## src/rtl/a2d_pkg.sv

```systemverilog
// Shared constants and state encoding for the SPI A2D slave model.
package a2d_pkg;
    localparam int FRAME_W    = 16;
    localparam int CH_FIELD_W = 3;

    typedef enum logic [1:0] {IDLE, SHIFT, DONE} state_t;
endpackage

```

## src/rtl/spi_edge_sync.sv

```systemverilog
// Brings SS_n and SCLK into the clk domain and flags their edges.
// Two flops resynchronise each line; a third holds the previous synced
// value so edges are seen one cycle later, giving 3 clk edge latency.
module spi_edge_sync (
    input  logic clk,
    input  logic rst_n,
    input  logic ss_n,
    input  logic sclk,
    output logic ss_lvl,
    output logic ss_fall,
    output logic ss_rise,
    output logic sclk_rise,
    output logic sclk_fall
);
    logic [2:0] ss_q;
    logic [2:0] sclk_q;

    // Both lines idle high, so the chains reset high to avoid false edges.
    always_ff @(posedge clk) begin
        if (!rst_n) begin
            ss_q   <= 3'b111;
            sclk_q <= 3'b111;
        end else begin
            ss_q   <= {ss_q[1:0], ss_n};
            sclk_q <= {sclk_q[1:0], sclk};
        end
    end

    assign ss_lvl    = ss_q[1];
    assign ss_fall   = ss_q[2] & ~ss_q[1];
    assign ss_rise   = ~ss_q[2] & ss_q[1];
    assign sclk_rise = ~sclk_q[2] & sclk_q[1];
    assign sclk_fall = sclk_q[2] & ~sclk_q[1];
endmodule

```

## src/rtl/a2d_spi_slave.sv

```systemverilog
// Multi-channel SPI A2D converter model. Each 16-bit frame returns the
// channel chosen by the previous complete frame, optionally ramping.
module a2d_spi_slave
    import a2d_pkg::*;
#(
    parameter int NUM_CH = 8,
    parameter int DATA_W = 12,
    parameter int CH_LSB = 11
) (
    input  logic                     clk,
    input  logic                     rst_n,
    input  logic                     SS_n,
    input  logic                     SCLK,
    input  logic                     MOSI,
    output logic                     MISO,
    input  logic [NUM_CH*DATA_W-1:0] ch_val,
    input  logic [NUM_CH-1:0]        ramp_en,
    input  logic [DATA_W-1:0]        ramp_step,
    output logic [15:0]              xfer_cnt,
    output logic                     err_ch
);
    localparam int SEL_W = (NUM_CH > 1) ? $clog2(NUM_CH) : 1;

    state_t                       state, state_nx;
    logic [FRAME_W-1:0]           tx, rx;
    logic [4:0]                   bit_cnt;
    logic [SEL_W-1:0]             sel;
    logic [NUM_CH-1:0][DATA_W-1:0] offset;
    logic                         ramp_lat;
    logic [DATA_W-1:0]            step_lat;
    logic [DATA_W-1:0]            base_sel, off_sel, data_sel;
    logic                         ramp_sel;
    logic [FRAME_W-1:0]           frame_val;
    logic [CH_FIELD_W-1:0]        field;
    logic                         ss_lvl, ss_fall, ss_rise, sclk_rise, sclk_fall;

    spi_edge_sync u_sync (
        .clk       (clk),
        .rst_n     (rst_n),
        .ss_n      (SS_n),
        .sclk      (SCLK),
        .ss_lvl    (ss_lvl),
        .ss_fall   (ss_fall),
        .ss_rise   (ss_rise),
        .sclk_rise (sclk_rise),
        .sclk_fall (sclk_fall)
    );

    // Pick the selected channel's base, ramp offset and ramp enable.
    always_comb begin
        base_sel = '0;
        off_sel  = '0;
        ramp_sel = 1'b0;
        for (int k = 0; k < NUM_CH; k++) begin
            if (sel == SEL_W'(k)) begin
                base_sel = ch_val[k*DATA_W +: DATA_W];
                off_sel  = offset[k];
                ramp_sel = ramp_en[k];
            end
        end
    end

    assign data_sel  = base_sel + off_sel;
    assign frame_val = FRAME_W'(data_sel);
    assign field     = rx[CH_LSB +: CH_FIELD_W];
    assign MISO      = (state == IDLE) ? 1'b1 : tx[FRAME_W-1];

    // State register.
    always_ff @(posedge clk) begin
        if (!rst_n) state <= IDLE;
        else        state <= state_nx;
    end

    // Next state: SS_n rising before all 16 bits arrive aborts the frame.
    always_comb begin
        state_nx = state;
        case (state)
            IDLE:  if (ss_fall) state_nx = SHIFT;
            SHIFT: begin
                if (ss_rise)
                    state_nx = IDLE;
                else if (sclk_rise && !ss_lvl && bit_cnt == 5'd15)
                    state_nx = DONE;
            end
            DONE:  if (ss_rise) state_nx = IDLE;
            default: state_nx = IDLE;
        endcase
    end

    // Shift registers, ramp offsets, channel select and counters.
    always_ff @(posedge clk) begin
        if (!rst_n) begin
            tx       <= '0;
            rx       <= '0;
            bit_cnt  <= '0;
            sel      <= '0;
            offset   <= '0;
            ramp_lat <= 1'b0;
            step_lat <= '0;
            xfer_cnt <= '0;
            err_ch   <= 1'b0;
        end else begin
            case (state)
                IDLE: if (ss_fall) begin
                    // Inputs are captured here so mid-frame changes wait a frame.
                    tx       <= frame_val;
                    bit_cnt  <= '0;
                    ramp_lat <= ramp_sel;
                    step_lat <= ramp_step;
                end
                SHIFT: if (!ss_rise && !ss_lvl) begin
                    if (sclk_rise) begin
                        rx      <= {rx[FRAME_W-2:0], MOSI};
                        bit_cnt <= bit_cnt + 5'd1;
                    end
                    // The leading fall presents bit 15 already loaded; no shift.
                    if (sclk_fall && bit_cnt != 5'd0)
                        tx <= {tx[FRAME_W-2:0], 1'b0};
                end
                DONE: if (ss_rise) begin
                    xfer_cnt <= xfer_cnt + 16'd1;
                    if (ramp_lat)
                        offset[sel] <= offset[sel] + step_lat;
                    if (int'(field) < NUM_CH)
                        sel <= field[SEL_W-1:0];
                    else
                        err_ch <= 1'b1;
                end
                default: ;
            endcase
        end
    end
endmodule
```

## config.mk

```make
export PLATFORM = sky130hd
export DESIGN_NAME = a2d_spi_slave
export DESIGN_NICKNAME = d
export VERILOG_FILES = /design/src/rtl/a2d_pkg.sv /design/src/rtl/spi_edge_sync.sv /design/src/rtl/a2d_spi_slave.sv
export SDC_FILE = /design/constraint.sdc
export NUM_CORES = 1
export LEC_CHECK = 0
export ABC_AREA = 1
export CAP_MARGIN = 20
export CORE_MARGIN = 1.5
export CORE_UTILIZATION = 46
export DETAILED_ROUTE_END_ITERATION = 6
export PLACE_DENSITY = 0.72
export SYNTH_ARGS = -nofsm -noshare
export SYNTH_HDL_FRONTEND = slang
export SYNTH_SLANG_ARGS = --single-unit
```

## constraint.sdc

```tcl
create_clock -name clk -period 3.7 [get_ports clk]
set_input_delay 0.74 -clock clk [delete_from_list [all_inputs] [get_ports clk]]
set_output_delay 0.74 -clock clk [all_outputs]
set_load 0.05 [all_outputs]
```

==> metrics.txt, run 1 <==
final antenna-violating net count=0; Worst Setup Start Kind=register; Yosys reg bits=171; routed len/inst=16.8 um; worst slew pin tran=807 ps; clock tree buffer depth=2; Peak VDD IR=0.000339 V; diodes inserted=0; post-synthesis compound-gate area fraction=23.7%; Initial Util=47.2%; count of cell types in the netlist=45; CTS Hold Bufs=0; Post-synth EDFFs=0; top cells by count, synth=171 x dfxtp_1, 171 x nor2_1, 150 x nand2_1; Vias=9,128; die width=142 um; layout cells sized above 1=8.29%; total CTS buffers=17; ys async rst share=0%; Simple-Gate Fraction of Synth Area=22.3%; gpl congestion=0.955; setup TNS=0 ps; H-Tree Depth=4; static leakage=4.83 nW; Syn Area/Cell=7.15 um^2; sequential-to-total area share from yosys stat=38.5%; fmax=0.295 GHz; critical path capture point type=register; CP Max Fanout=16; GR Util All Layers=27.5%; hold_ws=419 ps; vias in the first global route=8,328; Area growth syn-to-layout=25.6%; post-synthesis cell count=1,244; crit share post-route=91.7%; clk_skew=15.0 ps; Final Total Pwr=3.98 mW; RSZ-0062 raised after global routing=no; final max-slew violation count=0; synthesized area=0.00889 mm^2; I/O pin count=139; total grt overflow=0; Tmin final=3390 ps; first-pass GRT wire length=43,000 um; post-synthesis mux area share=0%; post-DP HPWL=20,500 um; flop-to-flop setup slack=310 ps; XOR/XNOR Fraction of Synth Area=1.80%; initial antenna violation count=1; Ys Warns=0; die extent in y=142 um; Final Hold Fails=0; CTS Sinks=171; status=finished, final reports clean; Pre-antenna DRT Iters=5; largest cells by area after synthesis=dfxtp_1 39%, o21ai_0 7.5%, nor2_1 7.2%; Worst Path Required=4020 ps; DR DRC count=0; clock-pin slew on the worst setup and hold paths=70 ps; max-cap violation count=0; crit path DAT=3710 ps; largest family of logic cells by synthesized area=compound AO/OA/AOI/OAI gates; Synth area leader=dfxtp_1; Synth Net Count=1,393; CTS tree=done; Post-Synth Adder-Cell Area=4.11%; Root Driver=clkbuf_16; std cell rows=50; final setup fails=0; Total Routed Length=27,700 um; Nets=1,525; I/O Buffers=137; die footprint=0.0202 mm^2; worst rel slew slack=45.8%; path type of the worst min-delay path=register to register; DR vias/cell=5.54; Most used DFF post-synth=dfxtp_1; Synth top area share=38.5%; PwrDens=357 mW/mm^2; Worst-Skew Late Latency=440 ps; crit path kind=register to register; core area=0.0188 mm^2; pin count of the biggest net entering global routing=43; detailed router's first-iteration violation count=933
where the power goes:
part | switching (mW) | internal, mW | total (mW)
combinational | 0.177 | 0.179 | 0.355
sequential | 0.0140 | 1.86 | 1.88
clock | 0.807 | 0.942 | 1.75
total | 0.998 | 2.98 | 3.98
repair_timing:
item,in CTS,in global routing
endpoints found under the hold margin,0,0
buffers inserted,0,0
setup endpoints to repair,0,27
resized for setup,0,7
critical path, cell delays in order (launching register included):
cell and delay (ps):
dfxtp_2 460, nor2_1 90, nand2_1 160, inv_2 200
a221oi_1 450, o2111ai_1 250, ha_1 380, inv_1 120
nor4_2 340, o21ai_0 200, nand4_1 310, nand3_1 130
o211ai_1 110, inv_1 70
final timing paths:
path | cells after the start | end | startpoint
worst min register to register | 1 | u_sync.ss_q[1]$_SDFF_PN1_ | u_sync.ss_q[0]$_SDFF_PN1_
worst min-delay path | 1 | u_sync.ss_q[1]$_SDFF_PN1_ | u_sync.ss_q[0]$_SDFF_PN1_
worst max-delay path | 13 | offset[70]$_SDFFE_PN0P_ | sel[1]$_SDFFE_PN0P_
worst max register to register | 13 | offset[70]$_SDFFE_PN0P_ | sel[1]$_SDFFE_PN0P_
layout make-up:
class	count	area (um^2)
Timing Repair Buffer	171	1620
Inverter	158	593
Tap cell	260	325
Clock buffer	18	429
Fill cell	1764	7660
Clock inverter	13	131
Sequential cell	171	3430
Multi-Input combinational cell	857	4640
layer usage:
layer	GRT usage [%]	up-vias	share of wire, %
li1	-	4473	-
met1	35.9	4194	43
met2	44.3	406	45
met3	6.66	55	8.9
met4	9.88	0	2.9
met5	0	-	0
per-stage QoR:
| step | util (%) | std cells | worst slack, ps | instance area, um^2 |
|---|---|---|---|---|
| 2_1_floorplan | - | 1244 | 683 | 8890 |
| 3_3_place_gp | 56.2 | 1617 | 222 | 10600 |
| 3_5_place_dp | 56.2 | 1617 | 212 | 10600 |
| 4_1_cts | 59.1 | 1648 | 173 | 11100 |
| 5_1_grt | 59.3 | 1648 | 15.5 | 11200 |
| 6_report | 59.3 | 1648 | 309 | 11200 |
sequential cells by signal (all words and copies together) (netlist names), 5 cells and up:
name      count
bit_cnt       5
xfer_cnt     16
tx           16
rx           14
offset       96
step_lat     12
cell families after synthesis:
logic type      after synthesis
fa+ha+maj                    28
other cells                   1
flops                       171
xor+xnor                     14
compound gates              364
buf+inv                     216
simple gates                450
cell usage in the layout (no fill, tap or decap), drive strengths merged, types with 13 or more instances in the layout:
cell,synthesis,layout
a221oi,13,13
nand3,63,63
nand4,23,23
buf,29,35
o21ai,146,146
nor3,13,13
a22oi,26,26
inv,157,165
o22ai,13,13
clkdlybuf4s50,0,136
nand2,156,156
dfxtp,171,171
nor2,186,186
ha,26,26
clkbuf,29,18
a21oi,115,115
(Power assumes the default switching activity.)
==> run 2: changes to the inputs <==
- HOLD_SLACK_MARGIN: default -> 0.06
==> results of run 2 <==
Final layout, timing and power as in run 1 (identical DEF).
==> run 3: changes to the inputs <==
- CORE_ASPECT_RATIO: default -> 1.2
==> metrics.txt, run 3 (synthesis results as in run 1) <==
pin count of the biggest net entering global routing=108; Top Registers=offset (96), tx (16), xfer_cnt (16); DR DRC count=0; Seq pwr share=46.3%; worst r2r src=sel[2]$_SDFFE_PN0P_; Total Routed Length=28,500 um; path type of the worst min-delay path=register to register; commonest non-fill, non-tap cell in the layout=nor2_1; Root Driver=clkbuf_16; static leakage=4.89 nW; CP Cell Sequence=inv_2 > nand2_2 > inv_2 > buf_4 > a221oi_1 > o2111ai_1 > ha_1 > inv_1 > nor4_2 > o21ai_0 > nand3_1 > nand2_1 > nand3_1 > o211ai_1 > inv_1; crit path kind=register to register; CTS Sinks=171; post-DP HPWL=20,600 um; crit share post-route=96.7%; first-pass GRT wire length=44,700 um; Peak VDD IR=0.000315 V; Logic pwr share=8.7%; CP startpoint=sel[2]$_SDFFE_PN0P_; Final Hold Fails=0; Initial Util=47.0%; die width=130 um; postcts setup bufs=0; max reg flops=96; hold_ws=417 ps; worst slew pin tran=916 ps; final max-slew violation count=0; Slowest cell on crit path=dfxtp_1; layout cells sized above 1=8.86%; Buffers & Inverters on Critical Path=5; die footprint=0.0202 mm^2; PwrDens=359 mW/mm^2; initial antenna violation count=0; GR Util met3=4.95%; I/O Buffers=137; H-Tree Depth=4; Final Total Pwr=4.06 mW; CP Max Fanout=18; worst setup margin=123 ps; core area=0.0189 mm^2; Hold Startpoint=u_sync.sclk_q[0]$_SDFF_PN1_; worst rel slew slack=39.0%; clock tree buffer depth=2; vias in the first global route=8,564; CTS Hold Bufs=0; final setup fails=0; max-cap violation count=0; Worst Path Required=4080 ps; DR vias/cell=5.50; commonest non-fill, non-tap cells in the layout=171 x nor2_1, 170 x dfxtp_1, 150 x nand2_1, 145 x inv_1, 136 x clkdlybuf4s50_1; RSZ-0062 raised after global routing=no; Pre-antenna DRT Iters=5; Worst Hold Depth=1; clk_skew=10.8 ps; total grt overflow=0; critical path capture point type=register; switching part of the total=24.7%; diodes inserted=0; status=finished, final reports clean; Tmin final=3580 ps; detailed router's first-iteration violation count=824; Non-Filler Instances=1,655; reg2reg path depth=15; CP top delay family=compound AO/OA/AOI/OAI gates; Vias=9,105; Worst path max stage delay=450 ps; CTS tree=done; setup TNS=0 ps; die extent in y=155 um; routed len/inst=17.2 um; Nets=1,535; GRT met2 Usage=49.3%; Worst-Skew Late Latency=440 ps; Top reg by flops=offset; crit path DAT=3950 ps; std cell rows=55; Cells after DPL=1,622; met1 Use GR=35.9%; Worst Setup Start Kind=register; GR Util All Layers=29.0%; Clock power frac=45.0%; clock-pin slew on the worst setup and hold paths=70 ps; switching power=1.00 mW; critical path depth=15; fmax=0.280 GHz; gpl congestion=0.951; final antenna-violating net count=0; gr busiest metal=met2; DP Worst Slack=160 ps; total CTS buffers=17; Internal Pwr Total=3.05 mW; I/O pin count=139; Area growth syn-to-layout=27.2%
## run 3: path summary, 6_finish.rpt
check	endpoint	slack (ps)
hold / removal	u_sync.sclk_q[1]$_SDFF_PN1_	420
setup / recovery	offset[22]$_SDFFE_PN0P_	120
setup reg to reg	offset[22]$_SDFFE_PN0P_	120
hold reg to reg	u_sync.sclk_q[1]$_SDFF_PN1_	420
## run 3: routing by layer
| metal | vias up | part of all wire (%) |
|---|---|---|
| met2 | 332 | 49 |
| met5 | - | 0 |
| met1 | 4210 | 42 |
| li1 | 4493 | - |
| met4 | 0 | 3.5 |
| met3 | 70 | 5.8 |
## run 3: timing repair
| action | 4_1_cts | 5_1_grt |
|---|---|---|
| gates resized for setup | 0 | 5 |
| setup endpoints to repair | 0 | 50 |
| hold endpoints to repair | 0 | 0 |
## run 3: layout make-up
| cell class | count | area [um^2] |
|---|---|---|
| flip-flops and latches | 171 | 3420 |
| clock inverters | 14 | 163 |
| well taps | 256 | 320 |
| clock buffers | 18 | 429 |
| multi-input cells | 857 | 4640 |
| repair buffers | 181 | 1730 |
| inverters | 158 | 593 |
| fillers | 1779 | 7620 |
## run 3: stage by stage
step | cell area (um^2) | utilization (%)
2_1_floorplan | 8890 | -
3_3_place_gp | 10700 | 56.4
3_5_place_dp | 10700 | 56.4
6_report | 11300 | 59.7
4_1_cts | 11300 | 59.5
5_1_grt | 11300 | 59.7
## run 3: power by group through the flow
stage	sequential (mW)	combinational, mW	clock (mW)
3_5_place_dp	1.92	0.348	0
6_report	1.88	0.354	1.83
5_1_grt	1.88	0.388	1.92
3_3_place_gp	1.92	0.347	0
4_1_cts	1.88	0.350	1.84
2_1_floorplan	1.91	0.163	0
